File: src/rtl/ahim_config_pkg.sv
// Shared definitions for the AHIM PIO command path: opcodes, request/response
// codes, the core controller's FSM-state codes and the command-master states.
package ahim_config_pkg;

  localparam logic [3:0] OP_NONE   = 4'h0;
  localparam logic [3:0] OP_INIT   = 4'h1;
  localparam logic [3:0] OP_UPLOAD = 4'h2;
  localparam logic [3:0] OP_ACK    = 4'h3;
  localparam logic [3:0] OP_RESET  = 4'hF;

  typedef enum logic [1:0] {
    REQ_INIT   = 2'd0,
    REQ_UPLOAD = 2'd1,
    REQ_ACK    = 2'd2,
    REQ_RESET  = 2'd3
  } pio_req_op_e;

  typedef enum logic [1:0] {
    RSP_OK      = 2'd0,
    RSP_ERROR   = 2'd1,
    RSP_TIMEOUT = 2'd2
  } pio_rsp_status_e;

  // State codes reported by the core controller on fsm_state.
  typedef enum logic [3:0] {
    FSM_OFFLINE   = 4'h0,
    FSM_IDLE      = 4'h1,
    FSM_LOAD      = 4'h2,
    FSM_PROCESS   = 4'h3,
    FSM_WAIT_ACK  = 4'h4,
    FSM_ERROR_COM = 4'h5
  } ahim_fsm_state_e;

  typedef enum logic [1:0] {
    S_IDLE  = 2'd0,
    S_DRIVE = 2'd1,
    S_GAP   = 2'd2,
    S_WAIT  = 2'd3
  } pio_master_state_e;

  function automatic logic [3:0] opcode_of(pio_req_op_e op);
    logic [3:0] code;
    case (op)
      REQ_INIT:   code = OP_INIT;
      REQ_UPLOAD: code = OP_UPLOAD;
      REQ_ACK:    code = OP_ACK;
      REQ_RESET:  code = OP_RESET;
      default:    code = OP_NONE;
    endcase
    return code;
  endfunction

  // True when the controller status shows the command has taken effect.
  function automatic logic cmd_complete(pio_req_op_e op, logic [3:0] fs,
                                        logic err, logic res_rdy);
    logic ok;
    case (op)
      REQ_INIT:   ok = (fs == FSM_IDLE);
      REQ_UPLOAD: ok = (fs != FSM_IDLE);
      REQ_ACK:    ok = (fs == FSM_IDLE) && !res_rdy;
      REQ_RESET:  ok = (fs == FSM_OFFLINE) && !err;
      default:    ok = 1'b0;
    endcase
    return ok;
  endfunction

endpackage

File: src/rtl/ahim_pio_phase_timer.sv
// Loadable down-counter shared by the drive, gap and wait phases; done is high
// while enabled and the count has reached zero (the counter then holds at zero).
module ahim_pio_phase_timer #(
  parameter int W = 16
) (
  input  logic         clk_in,
  input  logic         rst,
  input  logic         load,
  input  logic [W-1:0] load_val,
  input  logic         en,
  output logic         done
);

  logic [W-1:0] count;

  always_ff @(posedge clk_in) begin
    if (rst) begin
      count <= '0;
    end else if (load) begin
      count <= load_val;
    end else if (en && (count != '0)) begin
      count <= count - W'(1);
    end
  end

  assign done = en && (count == '0);

endmodule

File: src/rtl/ahim_pio_cmd_master.sv
// PIO command initiator: pulses {opcode, payload} on PIO_CMD, then confirms the
// command from controller status. Define AHIM_PIO_AUTO_ACK_EN to auto-ACK WAIT_ACK.
module ahim_pio_cmd_master #(
  parameter int HOLD_CYCLES    = 4,
  parameter int GAP_CYCLES     = 4,
  parameter int TIMEOUT_CYCLES = 65535
) (
  input  logic        clk_in,
  input  logic        rst,
  input  logic        req_valid,
  output logic        req_ready,
  input  logic [1:0]  req_op,
  input  logic [27:0] req_payload,
  output logic        rsp_valid,
  output logic [1:0]  rsp_status,
  output logic [3:0]  rsp_fsm_state,
  output logic [7:0]  rsp_img_processed,
  output logic [7:0]  rsp_img_digits,
  output logic [7:0]  auto_ack_cnt,
  output logic [31:0] PIO_CMD,
  input  logic        busy,
  input  logic        result_ready,
  input  logic        error_flag,
  input  logic [3:0]  fsm_state,
  input  logic [7:0]  image_processed,
  input  logic [7:0]  images_with_digits,
  output logic [1:0]  dbg_state
);
  import ahim_config_pkg::*;

  localparam int WAIT_W = (TIMEOUT_CYCLES < 1) ? 1 : $clog2(TIMEOUT_CYCLES + 1);
  localparam int HOLD_W = $clog2(HOLD_CYCLES + 1);
  localparam int GAP_W  = $clog2(GAP_CYCLES + 1);
  localparam int TW_A   = (HOLD_W > GAP_W) ? HOLD_W : GAP_W;
  localparam int TW     = (WAIT_W > TW_A) ? WAIT_W : TW_A;

  pio_master_state_e state;
  pio_req_op_e       op_q;
  logic              internal_q;
  logic              t_load, t_done, t_en;
  logic [TW-1:0]     t_val;
  logic              start, auto_go, err_hit, ok_hit, resolve;
  pio_rsp_status_e   status_d;
  logic              unused_busy;

  // busy only matters through the fsm_state the controller reports.
  assign unused_busy = busy;

`ifdef AHIM_PIO_AUTO_ACK_EN
  assign auto_go = !req_valid && (fsm_state == FSM_WAIT_ACK);
`else
  assign auto_go = 1'b0;
`endif

  assign start     = (state == S_IDLE) && (req_valid || auto_go);
  assign err_hit   = error_flag && (op_q != REQ_RESET);
  assign ok_hit    = cmd_complete(op_q, fsm_state, error_flag, result_ready);
  // The wait phase counts down from TIMEOUT_CYCLES, so reaching zero is the
  // same moment an up-counter from zero would equal TIMEOUT_CYCLES.
  assign resolve   = (state == S_WAIT) && (err_hit || ok_hit || t_done);
  assign status_d  = err_hit ? RSP_ERROR : (ok_hit ? RSP_OK : RSP_TIMEOUT);
  assign t_en      = (state != S_IDLE);
  assign req_ready = (state == S_IDLE);
  assign dbg_state = state;

  always_comb begin
    t_load = 1'b0;
    t_val  = '0;
    case (state)
      S_IDLE:  if (start)  begin t_load = 1'b1; t_val = TW'(HOLD_CYCLES - 1); end
      S_DRIVE: if (t_done) begin t_load = 1'b1; t_val = TW'(GAP_CYCLES - 1);  end
      S_GAP:   if (t_done) begin t_load = 1'b1; t_val = TW'(TIMEOUT_CYCLES);  end
      default: ;
    endcase
  end

  ahim_pio_phase_timer #(.W(TW)) u_timer (
    .clk_in   (clk_in),
    .rst      (rst),
    .load     (t_load),
    .load_val (t_val),
    .en       (t_en),
    .done     (t_done)
  );

  always_ff @(posedge clk_in) begin
    if (rst) begin
      state             <= S_IDLE;
      op_q              <= REQ_INIT;
      internal_q        <= 1'b0;
      PIO_CMD           <= {OP_NONE, 28'h0};
      rsp_valid         <= 1'b0;
      rsp_status        <= 2'd0;
      rsp_fsm_state     <= 4'd0;
      rsp_img_processed <= 8'd0;
      rsp_img_digits    <= 8'd0;
      auto_ack_cnt      <= 8'd0;
    end else begin
      rsp_valid <= 1'b0;
      case (state)
        S_IDLE: begin
          if (start) begin
            op_q       <= req_valid ? pio_req_op_e'(req_op) : REQ_ACK;
            internal_q <= !req_valid;
            PIO_CMD    <= req_valid ? {opcode_of(pio_req_op_e'(req_op)), req_payload}
                                    : {OP_ACK, 28'h0};
            state      <= S_DRIVE;
          end
        end
        S_DRIVE: begin
          if (t_done) begin
            PIO_CMD <= {OP_NONE, 28'h0};
            state   <= S_GAP;
          end
        end
        S_GAP: begin
          if (t_done) state <= S_WAIT;
        end
        S_WAIT: begin
          if (resolve) begin
            state <= S_IDLE;
            if (!internal_q) begin
              rsp_valid         <= 1'b1;
              rsp_status        <= status_d;
              rsp_fsm_state     <= fsm_state;
              rsp_img_processed <= image_processed;
              rsp_img_digits    <= images_with_digits;
            end
`ifdef AHIM_PIO_AUTO_ACK_EN
            else if (status_d == RSP_OK) begin
              auto_ack_cnt <= auto_ack_cnt + 8'd1;
            end
`endif
          end
        end
        default: state <= S_IDLE;
      endcase
    end
  end

endmodule

File: config.mk
export PLATFORM = sky130hd
export DESIGN_NAME = ahim_pio_cmd_master
export DESIGN_NICKNAME = d
export VERILOG_FILES = /design/src/rtl/ahim_config_pkg.sv /design/src/rtl/ahim_pio_phase_timer.sv /design/src/rtl/ahim_pio_cmd_master.sv
export SDC_FILE = /design/constraint.sdc
export NUM_CORES = 1
export LEC_CHECK = 0
export CORE_AREA = 2 2 126 67
export CTS_CLUSTER_SIZE = 25
export DETAILED_ROUTE_END_ITERATION = 10
export DIE_AREA = 0 0 128 69
export MAX_ROUTING_LAYER = met4
export PLACE_DENSITY = 0.86
export SYNTH_ARGS = -nofsm -noshare
export SYNTH_HDL_FRONTEND = slang
export SYNTH_SLANG_ARGS = --single-unit
File: constraint.sdc
create_clock -name clk_in -period 2.65 [get_ports clk_in]
set_input_delay 0.53 -clock clk_in [delete_from_list [all_inputs] [get_ports clk_in]]
set_output_delay 0.53 -clock clk_in [all_outputs]
set_load 0.1 [all_outputs]
==> results.txt, run 1 <==
----------------------------------------------------
[Run status]
  Run status ... complete, no violations

[Setup path]
  Slowest cell on crit path ... sky130_fd_sc_hd__or3b_2
  CP bufs+invs ... 1
  Number of gates on the worst path with buffers counted ... 7
  Capturing element type of the critical path ... flop
  Max incr delay on CP ... 0.45 ns
  Arrival @ worst endpoint ... 2.66 ns
  Worst-path cell chain ... inv_1 > ha_2 > or3b_2 > a21oi_1 > or2_1 > o21ai_0 > o311a_1
  Max Fanout on Critical Path ... 11
  Setup CP Type ... flop to flop
  Required time of the critical path ... between 2 and 3 ns
  Worst r2r path cells ... 7
  Top Family by Delay on Critical Path ... simple AND/OR/NAND/NOR gates
  Element type at the critical path start ... flop

[Logic synthesis]
  Cell taking the most area after synthesis ... sky130_fd_sc_hd__dfxtp_1
  Avg Synthesized Cell Area ... between 8 and 9 sq um
  Warnings, synthesis ... 0
  Proportion of synthesized chip area in sequential cells ... 44.15%
  Top-area cell type share of the netlist area ... 44.15%
  Post-synthesis cell count ... 386
  Synth Register Bits ... 75
  Async set-or-reset flop fraction in the synthesized netlist ... 0%
  Top cells by area in the synthesized netlist ... sky130_fd_sc_hd__dfxtp_1 (44%), sky130_fd_sc_hd__a22oi_1 (6.4%), sky130_fd_sc_hd__a21oi_1 (5.0%)
  Most frequently used flop master after synthesis ... sky130_fd_sc_hd__dfxtp_1
  Distinct cell type count of the synthesized netlist ... 53
  Post-synthesis instance area ... 0.003401 sq mm
  Number of enable flip-flop cells after synthesis ... 0

[GRT]
  Via count of the first global-routing pass ... 3148
  Remaining global-route overflow ... 0
  Global-route wire length before repair ... 15590 um
  Number of antenna violations at the first check in global routing ... 0
  GRT Resource Usage Total ... around 23%
  Maximum number of pins on one net before global-route repair ... 42

[Placement]
  Input/output buffers ... 112
  Post-placement cell area ... 0.004429 sq mm
  Global placement routability congestion ... 0.8744
  DPL Wire Length ... 6752 um

[Finish]
  Most used cells in the layout excluding fill and tap cells ... sky130_fd_sc_hd__dfxtp_1 (73), sky130_fd_sc_hd__buf_4 (66), sky130_fd_sc_hd__clkdlybuf4s50_1 (53)
  Total of fill cells in the finished design ... ~650
  Final standard cell utilization of the core ... 61.11%
  Combined area of the multi-input logic cells ... 0.001689 sq mm
  Fraction of layout cells with a size suffix above 1 ... between 20% and 30%
  Area growth from synthesis to layout ... 38.59%
  Count of antenna diodes in the layout ... 0
  Non-Filler Cell Area, Final ... 0.004713 sq mm
  Most common library cell in the layout ignoring fill and taps ... sky130_fd_sc_hd__dfxtp_1
  Fin nets ... 551
  Register cell area after layout ... between 0.0015 and 0.002 sq mm

[CTS]
  # H-tree levels ... 3
  Clock latency on the worst-skew pair ... 0.34 ns
  Number of hold-repair buffers added at the cts stage ... 0
  Clock sink total ... 75
  Gates resized, CTS repair ... 0
  Clock-pin slew on the worst setup and hold paths ... approximately 0.060 ns
  Clock buffer count from CTS ... 9
  TritonCTS clock tree ... built
  CTS root buffer ... sky130_fd_sc_hd__clkbuf_16
  Max clock buf depth ... 2
  Total setup buffers inserted after CTS ... 0

[Detailed routing]
  Number of iterations in the first detailed-routing pass ... 5
  Detail-routed via count per cell ... 5.613
  Routed Wire Length ... between 9000 and 10000 um
  Initial DRC Count ... 260
  DR vias ... approximately 3300
  Mean routed wirelength per cell ... 16.06 um
  Remaining routing DRC violations ... 0
  Detail Route Antenna Nets ... 0

[Floorplan]
  Height of the chip ... just under 70 um
  Die Width ... approximately 130 um
  Number of I/O pins ... 122
  Core box area ... between 0.007 and 0.008 sq mm
  Starting utilization of the core area ... around 44%
  Number of placement rows ... 23
  Total Die Area ... 0.008832 sq mm

[STA]
  Count of endpoints failing hold in the final timing report ... 0
  Setup repair after global routing missed its margin ... no
  Final clock period utilization by the worst path ... 92.00%
  Min Clock Period, post-route ... 2.438 ns
  Worst clock skew ... 0.005522 ns
  Peak clock frequency supported by timing ... between 400 and 500 MHz
  Number of pins with negative max-slew slack in the final report ... 0
  Setup tns final ... 0 ns
  Slew at the pin closest to its max-slew limit ... around 0.83 ns
  Headroom to the max-slew limit ... 44.24%
  Final setup violation count ... 0

[Power and ir drop]
  Leakage power total ... between 1.5 and 2 nW
  Total design power ... 5.950 mW
  Worst vdd rail ir drop ... 0.0006047 V
  Power per standard cell area ... 1262 mW/mm^2

[Flow run]
  Max cap viols ... 0

[Worst hold path]
  Hold Crit Class ... flop to flop
  Hold depth ... 2

----------------------------------------------------
-- metrics by stage --
stage          cells  hold WS, ns  setup WS [ns]
2_1_floorplan    393       0.4596      0.0003546
3_3_place_gp     577       0.4450         0.1923
6_report         592       0.4644         0.2119
4_1_cts          592       0.4664         0.2225
5_1_grt          592       0.4940        0.08372
3_5_place_dp     577       0.4543         0.1439
-- synthesized netlist by cell type (6+ instances only) --
cell and n:
sky130_fd_sc_hd__a21o_1 6, sky130_fd_sc_hd__nand2_1 8, sky130_fd_sc_hd__o211a_1 6, sky130_fd_sc_hd__ha_1 7, sky130_fd_sc_hd__inv_1 16, sky130_fd_sc_hd__clkbuf_1 21, sky130_fd_sc_hd__buf_2 6, sky130_fd_sc_hd__o21ai_0 33
sky130_fd_sc_hd__dfxtp_1 75, sky130_fd_sc_hd__buf_4 9, sky130_fd_sc_hd__a221oi_1 7, sky130_fd_sc_hd__nor3_1 6, sky130_fd_sc_hd__nand3_1 25, sky130_fd_sc_hd__a22oi_1 29, sky130_fd_sc_hd__a21oi_1 34, sky130_fd_sc_hd__nor2_1 39
-- sequential cells by signal (all words and copies together), names as in the netlist --
name / cells
dbg_state: 2
rsp_img_digits: 8
rsp_img_processed: 8
internal_q: 1
u_timer.count: 16
rsp_status: 2
op_q: 2
PIO_CMD: 31
rsp_fsm_state: 4
rsp_valid: 1
-- worst paths after layout --
path / slack, ns / endpoint / from
worst min register to register: 0.46 / PIO_CMD[29]$_SDFFE_PP0P_ / PIO_CMD[29]$_SDFFE_PP0P_
worst min-delay path: 0.46 / PIO_CMD[29]$_SDFFE_PP0P_ / PIO_CMD[29]$_SDFFE_PP0P_
worst max-delay path: 0.21 / u_timer.count[12]$_SDFFE_PP0P_ / dbg_state[1]$_SDFFE_PP0P_
worst max register to register: 0.21 / u_timer.count[12]$_SDFFE_PP0P_ / dbg_state[1]$_SDFFE_PP0P_
-- tightest hold or removal path: stages (launching register included) --
cell and delay, ns:
sky130_fd_sc_hd__dfxtp_1 0.31, sky130_fd_sc_hd__nand2_1 0.05, sky130_fd_sc_hd__a21oi_1 0.05
-- cells by family (layout without fill, tap and decap cells) --
kind of cell	count (synthesis)	count (layout)	synth area share, %
fa+ha+maj	7	7	2.575
simple gates	108	108	17.11
other cells	1	8	0.1103
flops	75	75	44.15
xor+xnor	2	2	0.5152
mux	2	2	0.5887
buf+inv	53	152	7.285
compound gates	138	138	27.67
-- power by group --
group / switching, mW / internal, mW
logic: 2.14 / 0.984
clock network: 0.461 / 0.720
registers: 0.271 / 1.38
total: 2.87 / 3.08
-- per-layer routing --
| metal | GRT usage (%) | share of wire (%) | vias up |
|---|---|---|---|
| met5 | - | 0 | - |
| met4 | 6.716 | 0.77 | 0 |
| met3 | 6.832 | 9.7 | 7 |
| met2 | 31.79 | 43 | 161 |
| met1 | 31.67 | 46 | 1561 |
| li1 | - | - | 1594 |
-- cell type report --
cell class                 count  area share [%]
clock buffer                  10           4.858
clock inverter                 5           1.168
inverter                      16           1.274
multi-input combinational    265           35.84
sequential                    75           31.91
tap                          100           2.655
timing repair buffer         121           22.30
Note: power is estimated with default switching activity, not from simulation.
==> inputs of run 2 (changes only) <==
Settings changed: PLACE_DENSITY 0.86 to 0.79.
Clock period 2.65 ns to 2.4 ns, I/O delays scaled along.
==> run 2 against run 1 <==
Against the previous run:
- critical path depth is 1 higher
- sequential power up 10%
- clock-buffer cell count unchanged
- highest routed layer unchanged
- sequential share of layout area down 0.71 points
- final area rose by 2.6%
- final cell count increased by 1.7%
- largest cell class unchanged
- die area unchanged
==> results.txt, run 2 (synthesis gave the netlist of run 1 again) <==
----------------------------------------------------
[Run status]
  Run status ... complete, no violations

[Placement]
  DPL Wire Length ... 6712 um (-0.60%)
  Count of placed standard cells including taps ... 586 (+1.6%)
  Input/output buffers ... 112 (unchanged)
  Global placement routability congestion ... 0.8866 (+1.4%)

[STA]
  Headroom to the max-slew limit ... 50.59% (+6.3 points)
  Min Clock Period, post-route ... 2.198 ns (-0.2404 ns)
  Setup repair after global routing missed its margin ... no
  Peak clock frequency supported by timing ... 455.0 MHz (+11%)
  Final setup violation count ... 0 (unchanged)
  Number of pins with negative max-slew slack in the final report ... 0 (unchanged)
  Worst clock skew ... 0.005464 ns (-0.00005823 ns)
  Final clock period utilization by the worst path ... 91.57% (-0.43 points)
  Count of endpoints failing hold in the final timing report ... 0 (unchanged)
  Slew at the pin closest to its max-slew limit ... 0.7411 ns (-0.09339 ns)
  Setup tns final ... 0 ns (unchanged)

[Detailed routing]
  Initial DRC Count ... 287 (+10%)
  Detail Route Antenna Nets ... 0 (unchanged)
  Number of iterations in the first detailed-routing pass ... 5 (unchanged)
  Mean routed wirelength per cell ... 16.00 um (-0.38%)
  Routed Wire Length ... 9633 um (+1.3%)
  Detail-routed via count per cell ... 5.616 (about the same)
  Remaining routing DRC violations ... 0 (unchanged)
  DR vias ... 3381 (+1.7%)

[GRT]
  Maximum number of pins on one net before global-route repair ... 46 (+9.5%)
  Global-route wire length before repair ... 15530 um (-0.40%)
  Via count of the first global-routing pass ... 3087 (-1.9%)
  Remaining global-route overflow ... 0 (unchanged)
  Number of antenna violations at the first check in global routing ... 0 (unchanged)
  GRT Resource Usage Total ... 22.69% (-0.063 points)

[Finish]
  Fraction of layout cells with a size suffix above 1 ... 22.51% (+1.8 points)
  Count of antenna diodes in the layout ... 0 (unchanged)
  Max reg flops ... 31 (unchanged)
  Fin nets ... 560 (+1.6%)
  Combined area of the multi-input logic cells ... 0.001699 sq mm (+0.59%)
  Most common library cell in the layout ignoring fill and taps ... sky130_fd_sc_hd__buf_4
  Most used cells in the layout excluding fill and tap cells ... sky130_fd_sc_hd__buf_4 (74), sky130_fd_sc_hd__dfxtp_1 (73), sky130_fd_sc_hd__clkdlybuf4s50_1 (53)
  Total of fill cells in the finished design ... 634 (-2.0%)
  Post-Layout Cell Count ... 602 (+1.7%)
  Register cell area after layout ... 0.001509 sq mm (+0.33%)
  Register bank with the most flops ... PIO_CMD
  Regs by FF count ... PIO_CMD x31, u_timer.count x16
  Area growth from synthesis to layout ... 42.24%

[Setup path]
  Start point of the critical path ... dbg_state[0]$_SDFFE_PP0P_
  Worst r2r path cells ... 8 (+1)
  Arrival @ worst endpoint ... 2.43 ns (-0.23 ns)
  Element type at the critical path start ... flop
  Required time of the critical path ... 2.63 ns (-0.24 ns)
  Capturing element of the worst setup path ... u_timer.count[15]$_SDFFE_PP0P_
  FF-to-FF End ... u_timer.count[15]$_SDFFE_PP0P_
  Flop-to-flop setup slack ... 0.20 ns (about the same)
  Setup CP Type ... flop to flop
  Reg2Reg Launch Point ... dbg_state[0]$_SDFFE_PP0P_
  Capturing element type of the critical path ... flop
  Max Fanout on Critical Path ... 16 (+5)

[CTS]
  Number of hold-repair buffers added at the cts stage ... 0 (unchanged)
  Clock buffer count from CTS ... 9 (unchanged)
  Clock sink total ... 75 (unchanged)
  Clock latency on the worst-skew pair ... 0.34 ns (about the same)
  Gates resized, CTS repair ... 0 (unchanged)
  Total setup buffers inserted after CTS ... 0 (unchanged)
  # H-tree levels ... 3 (unchanged)
  CTS root buffer ... sky130_fd_sc_hd__clkbuf_16
  TritonCTS clock tree ... built
  Clock-pin slew on the worst setup and hold paths ... 0.06 ns (about the same)
  Max clock buf depth ... 2 (unchanged)

[Worst hold path]
  Hold Crit Class ... flop to flop
  Launch point of the worst hold path ... PIO_CMD[29]$_SDFFE_PP0P_

[Flow run]
  Max cap viols ... 0 (unchanged)

[Floorplan]
  Number of I/O pins ... 122 (unchanged)
  Height of the chip ... 69 um (unchanged)
  Number of placement rows ... 23 (unchanged)
  Die Width ... 128 um (unchanged)
  Core box area ... 0.007712 sq mm (unchanged)
  Starting utilization of the core area ... 44.09% (unchanged)
  Total Die Area ... 0.008832 sq mm (unchanged)

[Power and ir drop]
  Worst vdd rail ir drop ... 0.0007731 V (+28%)
  Power per standard cell area ... 1419 mW/mm^2 (+12%)
  Leakage power total ... 2.016 nW (+3.3%)

----------------------------------------------------
-- run 2: worst min-delay path by stage --
stage | slack, ns | endpoint | depth (start not counted)
2_1_floorplan | 0.46 | op_q[1]$_SDFFE_PP0P_ | 2
3_3_place_gp | 0.44 | PIO_CMD[29]$_SDFFE_PP0P_ | 2
3_5_place_dp | 0.45 | PIO_CMD[29]$_SDFFE_PP0P_ | 2
4_1_cts | 0.46 | PIO_CMD[29]$_SDFFE_PP0P_ | 2
5_1_grt | 0.49 | PIO_CMD[29]$_SDFFE_PP0P_ | 2
6_report | 0.46 | PIO_CMD[29]$_SDFFE_PP0P_ | 2
-- run 2: routing by layer --
metal	up-vias	routed length, um	track usage (%)
li1	1614	-	-
met1	1601	4478	30.90
met2	156	4166	31.02
met3	10	894	8.696
met4	0	93	6.838
met5	-	0	-
-- run 2: critical path: stages, from the launching register on --
cell and delay, ns:
sky130_fd_sc_hd__dfxtp_4 0.38, sky130_fd_sc_hd__inv_1 0.09, sky130_fd_sc_hd__ha_4 0.28, sky130_fd_sc_hd__or3b_2 0.45, sky130_fd_sc_hd__a21oi_1 0.23, sky130_fd_sc_hd__buf_4 0.16, sky130_fd_sc_hd__nor2_4 0.07, sky130_fd_sc_hd__o21a_1 0.20
sky130_fd_sc_hd__o221a_2 0.23
-- run 2: layout make-up --
class / count / share of cell area [%]
repair buffers: 130 / 23.38
clock buffers: 10 / 5.173
multi-input cells: 265 / 35.13
clock inverters: 6 / 1.293
well taps: 100 / 2.587
flip-flops and latches: 75 / 31.20
inverters: 16 / 1.242
-- run 2: stage by stage --
step | instance area, sq um | setup slack (ns) | util (%) | hold WS [ns] | total power, mW
after floorplan | 3447 | 0.03539 | - | 0.4596 | 4.532
after global placement | 4524 | -0.03211 | 58.66 | 0.4426 | 5.350
after detailed placement | 4524 | -0.01952 | 58.66 | 0.4509 | 5.448
after CTS | 4837 | 0.2075 | 62.72 | 0.4600 | 6.864
after global routing | 4837 | 0.02289 | 62.72 | 0.4919 | 7.252
final | 4837 | 0.2023 | 62.72 | 0.4590 | 6.863
-- run 2: where the power goes --
| group | switching, mW | leakage [nW] | internal [mW] | total (mW) |
|---|---|---|---|---|
| clock network | 0.529 | 0.146 | 0.863 | 1.39 |
| logic | 2.42 | 1.26 | 1.23 | 3.65 |
| registers | 0.293 | 0.614 | 1.52 | 1.82 |
| total | 3.24 | 2.02 | 3.62 | 6.86 |
==> inputs of run 3 (changes only) <==
Settings changed: REMOVE_ABC_BUFFERS set to 1.
==> run 3 against run 2 <==
Against the previous run:
- final area grew 1.3%
- sequential power is essentially flat
- wire length grew 0.12%
- critical path depth grew 1
- register-to-register slack is essentially flat
- combinational power grew 2%
- critical endpoint is now PIO_CMD[5]$_SDFFE_PP0P_
==> results.txt, run 3 (synthesis gave the netlist of run 1 again) <==
----------------------------------------------------
[Run status]
  Run status ... complete, no violations

[Detailed routing]
  Mean routed wirelength per cell ... 15.89 um (-0.70%)
  Detail-routed via count per cell ... 5.486 (-2.3%)
  Routed Wire Length ... 9645 um (+0.12%)
  Initial DRC Count ... 244 (-15%)
  Number of iterations in the first detailed-routing pass ... 5 (unchanged)
  DR vias ... 3330 (-1.5%)
  Detail Route Antenna Nets ... 0 (unchanged)
  Remaining routing DRC violations ... 0 (unchanged)

[Setup path]
  Element type at the critical path start ... flop
  Worst r2r path cells ... 9 (+1)
  Capturing element type of the critical path ... flop
  Slowest cell on crit path ... sky130_fd_sc_hd__a31oi_2
  Worst-path cell chain ... inv_1 > ha_1 > nor3b_1 > buf_4 > and4_2 > a31oi_2 > buf_12 > a22oi_1 > nor2_1
  Max Fanout on Critical Path ... 27 (+11)
  Max incr delay on CP ... 0.43 ns (-0.02 ns)
  Arrival @ worst endpoint ... 2.47 ns (+0.04 ns)
  Required time of the critical path ... 2.67 ns (+0.04 ns)
  Setup CP Type ... flop to flop

[CTS]
  Max clock buf depth ... 2 (unchanged)
  CTS root buffer ... sky130_fd_sc_hd__clkbuf_16
  TritonCTS clock tree ... built
  Clock buffer count from CTS ... 9 (unchanged)
  Clock sink total ... 75 (unchanged)
  Clock-pin slew on the worst setup and hold paths ... 0.06 ns (about the same)
  # H-tree levels ... 3 (unchanged)
  Clock latency on the worst-skew pair ... 0.34 ns (about the same)
  Total setup buffers inserted after CTS ... 0 (unchanged)

[Flow run]
  Max cap viols ... 0 (unchanged)

[Finish]
  Fin nets ... 565 (+0.89%)
  Non-Filler Cell Area, Final ... 0.004902 sq mm (+1.3%)
  Max reg flops ... 31 (unchanged)
  Most common library cell in the layout ignoring fill and taps ... sky130_fd_sc_hd__buf_4
  Regs by FF count ... PIO_CMD x31, u_timer.count x16
  Register cell area after layout ... 0.001501 sq mm (-0.50%)
  Total of fill cells in the finished design ... 638 (+0.63%)
  Combined area of the multi-input logic cells ... 0.001687 sq mm (-0.74%)
  Area growth from synthesis to layout ... 44.15%
  Count of antenna diodes in the layout ... 0 (unchanged)
  Register bank with the most flops ... PIO_CMD
  Fraction of layout cells with a size suffix above 1 ... 22.88% (+0.37 points)
  Final standard cell utilization of the core ... 63.56% (+0.84 points)
  Most used cells in the layout excluding fill and tap cells ... sky130_fd_sc_hd__buf_4 (78), sky130_fd_sc_hd__dfxtp_1 (75), sky130_fd_sc_hd__clkdlybuf4s50_1 (53)

[STA]
  Count of endpoints failing hold in the final timing report ... 0 (unchanged)
  Setup tns final ... 0 ns (unchanged)
  Final clock period utilization by the worst path ... 91.37% (-0.20 points)
  Min Clock Period, post-route ... 2.193 ns (-0.004795 ns)
  Setup repair after global routing missed its margin ... no
  Peak clock frequency supported by timing ... 456.0 MHz (+0.22%)
  Number of pins with negative max-slew slack in the final report ... 0 (unchanged)
  Headroom to the max-slew limit ... 47.19% (-3.4 points)
  Worst clock skew ... 0.004256 ns (-0.001207 ns)
  Slew at the pin closest to its max-slew limit ... 0.7922 ns (+0.05102 ns)
  Final setup violation count ... 0 (unchanged)

[GRT]
  Maximum number of pins on one net before global-route repair ... 32 (-30%)
  Remaining global-route overflow ... 0 (unchanged)
  Global-route wire length before repair ... 15920 um (+2.5%)
  Via count of the first global-routing pass ... 3201 (+3.7%)
  GRT Resource Usage Total ... 23.32% (+0.63 points)
  Number of antenna violations at the first check in global routing ... 0 (unchanged)

[Floorplan]
  Total Die Area ... 0.008832 sq mm (unchanged)
  Number of placement rows ... 23 (unchanged)
  Core box area ... 0.007712 sq mm (unchanged)
  Starting utilization of the core area ... 44.09% (unchanged)
  Die Width ... 128 um (unchanged)
  Height of the chip ... 69 um (unchanged)
  Number of I/O pins ... 122 (unchanged)

[Placement]
  Input/output buffers ... 112 (unchanged)
  DPL Wire Length ... 6842 um (+1.9%)
  Post-placement cell area ... 0.004554 sq mm (+0.66%)
  Global placement routability congestion ... 0.8724 (-1.6%)

[Power and ir drop]
  Total design power ... 7.068 mW (+3.0%)
  Power per standard cell area ... 1442 mW/mm^2 (+1.6%)
  Worst vdd rail ir drop ... 0.0007473 V (-3.3%)
  Leakage power total ... 2.067 nW (+2.5%)

[Worst hold path]
  Hold depth ... 2 (unchanged)
  Hold Crit Class ... input pin to flop

----------------------------------------------------
run 3: cell types whose count changed in the layout (fill, tap and decap cells not counted), moves of 2 or more:
cell and delta:
sky130_fd_sc_hd__clkinv_2 -2, sky130_fd_sc_hd__buf_4 +4, sky130_fd_sc_hd__clkinvlp_4 -2, sky130_fd_sc_hd__dfxtp_1 +2, sky130_fd_sc_hd__dfxtp_4 -2, sky130_fd_sc_hd__clkbuf_8 +4
run 3: final cells by class:
class / instances / area share [%]
tap: 100 / 2.552
clock inverter: 3 / 1.378
inverter: 16 / 1.225
sequential: 75 / 30.63
multi-input combinational: 265 / 34.41
clock buffer: 13 / 5.717
timing repair buffer: 135 / 24.09
run 3: final timing paths:
kind                                                     from                       end  slack, ns
worst max register to register  u_timer.count[0]$_SDFFE_PP0P_   PIO_CMD[5]$_SDFFE_PP0P_       0.21
worst min-delay path                                      rst      op_q[0]$_SDFFE_PP0P_       0.44
worst min register to register       PIO_CMD[29]$_SDFFE_PP0P_  PIO_CMD[29]$_SDFFE_PP0P_       0.46
worst max-delay path            u_timer.count[0]$_SDFFE_PP0P_   PIO_CMD[5]$_SDFFE_PP0P_       0.21
run 3: metal layers:
layer	up-vias	part of all wire (%)	GRT usage (%)
met1	1550	46	30.74
met4	0	1.0	7.204
met3	9	10	9.084
met5	-	0	-
met2	155	42	32.92
li1	1616	-	-
run 3: power breakdown:
group / switching [mW] / leakage (nW) / internal [mW]
clock network: 0.519 / 0.168 / 1.02
logic: 2.44 / 1.29 / 1.29
registers: 0.281 / 0.612 / 1.52
total: 3.24 / 2.07 / 3.83
run 3: what timing repair did:
item / 4_1_cts / 5_1_grt
endpoints found under the setup margin: 0 / 6
hold buffers: 0 / 0
gates resized for setup: 0 / 1
run 3: through the flow:
step                      instances  hold WS (ns)  worst slack, ns
final                           607        0.4445           0.2071
after global routing            607        0.4411          0.05892
after CTS                       607        0.4256           0.1629
after detailed placement        591        0.4518          0.02396
after global placement          591        0.4414          0.01444
after floorplan                 356        0.4536           -2.141
run 3: worst max-delay path: cells and delay by family, from the launching register on:
kind / cells / cell delay [ns]
and+or+nand+nor: 3 / 0.52
DFF: 1 / 0.38
AOI/OAI and AO/OA: 2 / 0.52
buffers and inverters: 3 / 0.46
adders and majority gates: 1 / 0.23
==> RTL change 1 (settings of run 3) <==
Set the parameter `TIMEOUT_CYCLES` to 32767 (it was 65535).
--- a/src/rtl/ahim_pio_cmd_master.sv
+++ b/src/rtl/ahim_pio_cmd_master.sv
@@ -3,7 +3,7 @@
 module ahim_pio_cmd_master #(
   parameter int HOLD_CYCLES    = 4,
   parameter int GAP_CYCLES     = 4,
-  parameter int TIMEOUT_CYCLES = 65535
+  parameter int TIMEOUT_CYCLES = 32767
 ) (
   input  logic        clk_in,
   input  logic        rst,
Behaviour: no difference found for any inputs over 10 cycles, from zero or initial values and one cycle with rst high; that may be too few to reach the edited logic, so the function may still have changed.
==> RTL change 1 against run 3 <==
Sequential cell count down 1. Synthesized area shrank 8.2%. Setup slack worse by 0.16 ns. Largest power group unchanged. Highest routed layer unchanged. Maximum frequency is 6.9% lower. Power is 1.3% lower. Clock skew increased by 0.0040 ns. Design area decreased by 1.4%. Wire length increased by 3.0%.
==> RTL change 1: results (changes against run 3) <==
wire length on met2 4192 um (+2.3%); Reg-to-Reg End rsp_img_processed[3]$_SDFFE_PP0P_; Worst Reg-to-Reg Cells 9 (unchanged); flop2flop setup slack 0.05 ns (-0.16 ns); Worst Hold Path EP PIO_CMD[28]$_SDFFE_PP0P_; met1 Usage GRT 31.45% (+0.71 points); GPL Wtd Cong 0.8531 (-2.2%); Via density 5.284 (-3.7%); min Tclk post-route 2.355 ns (+0.1620 ns); Post-Synth Adder-Cell Area 2.806% (+0.23 points); Max stage delay on crit path 0.45 ns (+0.02 ns); Post-Route WL 9937 um (+3.0%); post-synthesis mux area share 6.733% (+6.1 points); Final Skew 0.008288 ns (+0.004032 ns); vias in the first global route 2694 (-16%); RR Startpoint u_timer.count[1]$_SDFFE_PP0P_; I/O Buffers 112 (unchanged); largest net degree at the start of global routing 30 (-6.3%); maximum vdd ir drop 728.7 uV (-2.5%); met3 GRT Util 7.220% (-1.9 points); CP max stage cell clkdlybuf4s50_1; Place WS -0.1598 ns (-0.1838 ns); CTS buffer count 9 (unchanged); nets 536 (-5.1%); Setup crit end kind register; via count 3049 (-8.4%); minimum hold slack 0.4625 ns (+0.01797 ns); layout cells sized above 1 26.42% (+3.5 points); Tightest Pin Transition 0.7694 ns (-0.02272 ns); Core Region 0.007712 mm^2 (unchanged); fin area 0.004835 mm^2 (-1.4%); initial antenna violation count 0 (unchanged); worst path arrival time 2.57 ns (+0.10 ns); fillers 624 (-2.2%); status complete, no violations; Pleak 2.194 nW (+6.1%); Hold Path Origin PIO_CMD[28]$_SDFFE_PP0P_; Post-DP HPWL 6399 um (-6.5%); Crit. Startpoint fsm_state[1]; XOR/XNOR share of the synthesized area 0% (-0.52 points); WL met3 853 um (-12%); cells after synthesis 337 (-13%); WL met1 4800 um (+7.1%); M2 GR Usage 29.71% (-3.2 points); Netlist cell types 45 (-15%); sequential area share after synthesis 47.45% (+3.3 points); hold_buf cts 0 (unchanged); first-pass GRT wire length 14630 um (-8.1%); initial drt markers 207 (-15%); Area contributors post-synth dfxtp_1, a22o_1, mux2i_1; Synth top cells by count dfxtp_1, nor2_1, a21oi_1, a22o_1, nand2_1; Hold/Removal Path Class register to register; largest registers PIO_CMD (31), u_timer.count (15); cell count after placement 550 (-6.9%); Post-DP Area 0.004288 mm^2 (-5.9%); CP max FO 6 (-78%); GRT Total Usage 21.87% (-1.4 points); Synth Area in Compound Gates 20.28% (-7.4 points)
RTL change 1: power by group:
part           total (mW)  internal, mW  switching (mW)
Sequential           1.70          1.50           0.202
Combinational        3.84          1.31            2.53
Clock                1.44         0.909           0.527
RTL change 1: worst reg2reg max path: stages, from the launching register on:
cell,delay (ns)
dfxtp_2,0.33
inv_2,0.06
ha_2,0.17
or4b_4,0.47
nor4_4,0.33
and2b_4,0.27
o21ai_4,0.14
clkbuf_16,0.21
mux2i_1,0.19
nor2_1,0.06
RTL change 1: timing repair:
action	4_1_cts	5_1_grt
endpoints found under the setup margin	29	60
pin swaps	1	12
cloned	1	5
buffers inserted	0	6
resized for setup	1	16
RTL change 1: final cells by class:
type                    count  share of cell area [%]
inverters                  11                  0.8540
well taps                 100                   2.588
flip-flops and latches     74                   30.69
repair buffers            143                   26.94
multi-input cells         234                   32.38
clock buffers               9                   4.658
clock inverters             6                   1.889
==> RTL change 2 (settings of run 3) <==
Made on the original files. Put one more register stage on the output `rsp_img_digits`. The value now appears one clock later. The other outputs are not delayed to match.
--- a/src/rtl/ahim_pio_cmd_master.sv
+++ b/src/rtl/ahim_pio_cmd_master.sv
@@ -33,6 +33,8 @@
   localparam int GAP_W  = $clog2(GAP_CYCLES + 1);
   localparam int TW_A   = (HOLD_W > GAP_W) ? HOLD_W : GAP_W;
   localparam int TW     = (WAIT_W > TW_A) ? WAIT_W : TW_A;
+
+  logic [7:0] rsp_img_digits_s0;
 
   pio_master_state_e state;
   pio_req_op_e       op_q;
@@ -93,7 +95,7 @@
       rsp_status        <= 2'd0;
       rsp_fsm_state     <= 4'd0;
       rsp_img_processed <= 8'd0;
-      rsp_img_digits    <= 8'd0;
+      rsp_img_digits_s0 <= 8'd0;
       auto_ack_cnt      <= 8'd0;
     end else begin
       rsp_valid <= 1'b0;
@@ -124,7 +126,7 @@
               rsp_status        <= status_d;
               rsp_fsm_state     <= fsm_state;
               rsp_img_processed <= image_processed;
-              rsp_img_digits    <= images_with_digits;
+              rsp_img_digits_s0 <= images_with_digits;
             end
 `ifdef AHIM_PIO_AUTO_ACK_EN
             else if (status_d == RSP_OK) begin
@@ -138,5 +140,9 @@
     end
   end
 
+  always_ff @(posedge clk_in) begin
+    rsp_img_digits <= rsp_img_digits_s0;
+  end
+
 endmodule
 
Check against the original RTL: no difference found for any inputs over 10 cycles, from zero or initial values and one cycle with rst high; that may be too few to reach the edited logic, so the function may still have changed.
==> RTL change 2 against run 3 <==
Setup slack got worse by 0.013 ns. Power down 7.2%. Wire length shrank 4.4%. Design area grew 0.46%. Sequential share of layout area grew 3.1 points. Synthesized area up 0.15%. Clock skew up 0.0038 ns. Sequential cell count rose by 8. Critical endpoint is now u_timer.count[9]$_SDFFE_PP0P_. Largest power group unchanged.
==> RTL change 2: results (changes against run 3) <==
Area contributors post-synth dfxtp_1, nor2_1, a22oi_1; Reg-to-Reg End u_timer.count[9]$_SDFFE_PP0P_; first-pass GRT wire length 14660 um (-7.9%); worst path arrival time 2.45 ns (-0.02 ns); post-synthesis mux area share 6.209% (+5.6 points); initial drt markers 232 (-4.9%); CP max FO 7 (-74%); sequential area share after synthesis 48.79% (+4.6 points); initial antenna violation count 0 (unchanged); Worst Reg-to-Reg Cells 7 (-2); largest net degree at the start of global routing 37 (+16%); status complete, no violations; Post-DP Area 0.004588 mm^2 (+0.74%); ant diodes 0 (unchanged); XOR/XNOR share of the synthesized area 0% (-0.52 points); Post-Route WL 9225 um (-4.4%); Via density 5.238 (-4.5%); Netlist cell types 44 (-17%); Post-Synth Adder-Cell Area 2.572% (-0.0038 points); total power 6.558 mW (-7.2%); Place WS -0.09486 ns (-0.1188 ns); WHS Path Cells 0 (-2); maximum vdd ir drop 695.2 uV (-7.0%); Post-DP HPWL 6582 um (-3.8%); Hold Path Origin rsp_img_digits_s0[0]$_SDFFE_PP0P_; vias in the first global route 3024 (-5.5%); nets 562 (-0.53%); Max stage delay on crit path 0.55 ns (+0.12 ns); RR Startpoint u_timer.count[2]$_SDFFE_PP0P_; clock-net power 1.41 mW (-8%); drt first pass iters 4 (-1); Synth Area in Compound Gates 19.25% (-8.4 points); layout cells sized above 1 22.62% (-0.26 points); CP max stage cell nor3_1; Pleak 2.228 nW (+7.8%); Synth top cells by count dfxtp_1, nor2_1, a22oi_1, a21oi_1, mux2i_1; Worst Hold Path EP rsp_img_digits[0]$_DFF_P_; worst slew margin relative to its limit 48.49% (+1.3 points); Internal Power 3.563 mW (-7.0%); GPL Wtd Cong 0.9418 (+8.0%); Hold/Removal Path Class register to register; GRT Total Usage 21.68% (-1.6 points); Combinational Power Share 50.9% (-1.8 points); post-CTS sizing 1 (+1); Final Skew 0.008100 ns (+0.003843 ns)
## RTL change 2: layer usage
metal  global-route usage [%]  vias up  routed length, um
met4                    6.716        0                 89
met2                    31.19      133               4058
li1                         -     1564                  -
met1                    27.52     1459               4131
met5                        -        -                  0
met3                    9.394        8                946
## RTL change 2: area by class of cell
cell class	instances	area, um^2
inverters	10	37.54
clock buffers	10	239.0
flip-flops and latches	83	1662
multi-input cells	257	1599
fillers	631	2788
clock inverters	6	71.32
well taps	100	125.1
repair buffers	138	1191
## RTL change 2: through the flow
| step | cells | hold slack, ns |
|---|---|---|
| after detailed placement | 586 | 0.3384 |
| after global placement | 586 | 0.3343 |
| after CTS | 602 | 0.3524 |
| after global routing | 604 | 0.3566 |
| final | 604 | 0.3510 |
| after floorplan | 350 | 0.3305 |
## RTL change 2: how the worst max path moves through the flow
stage / slack, ns / end / startpoint / cells after the start
2_1_floorplan: -2.01 / PIO_CMD[30]$_SDFFE_PP0P_ / dbg_state[0]$_SDFFE_PP0P_ / 7
3_3_place_gp: -0.006 / u_timer.count[1]$_SDFFE_PP0P_ / req_valid / 5
3_5_place_dp: -0.09 / rsp_img_processed[7]$_SDFFE_PP0P_ / fsm_state[1] / 8
4_1_cts: 0.11 / rsp_status[1]$_SDFFE_PP0P_ / u_timer.count[1]$_SDFFE_PP0P_ / 10
5_1_grt: 0.007 / u_timer.count[13]$_SDFFE_PP0P_ / u_timer.count[2]$_SDFFE_PP0P_ / 7
6_report: 0.19 / u_timer.count[9]$_SDFFE_PP0P_ / u_timer.count[2]$_SDFFE_PP0P_ / 7
## RTL change 2: worst reg2reg max path, cell delays in order (launching register included)
cell and delay, ns:
dfxtp_1 0.32, buf_4 0.16, nor3_1 0.56, nand3_1 0.28, or3_1 0.38, a21oi_1 0.14, nor2_1 0.06, a311oi_1 0.23
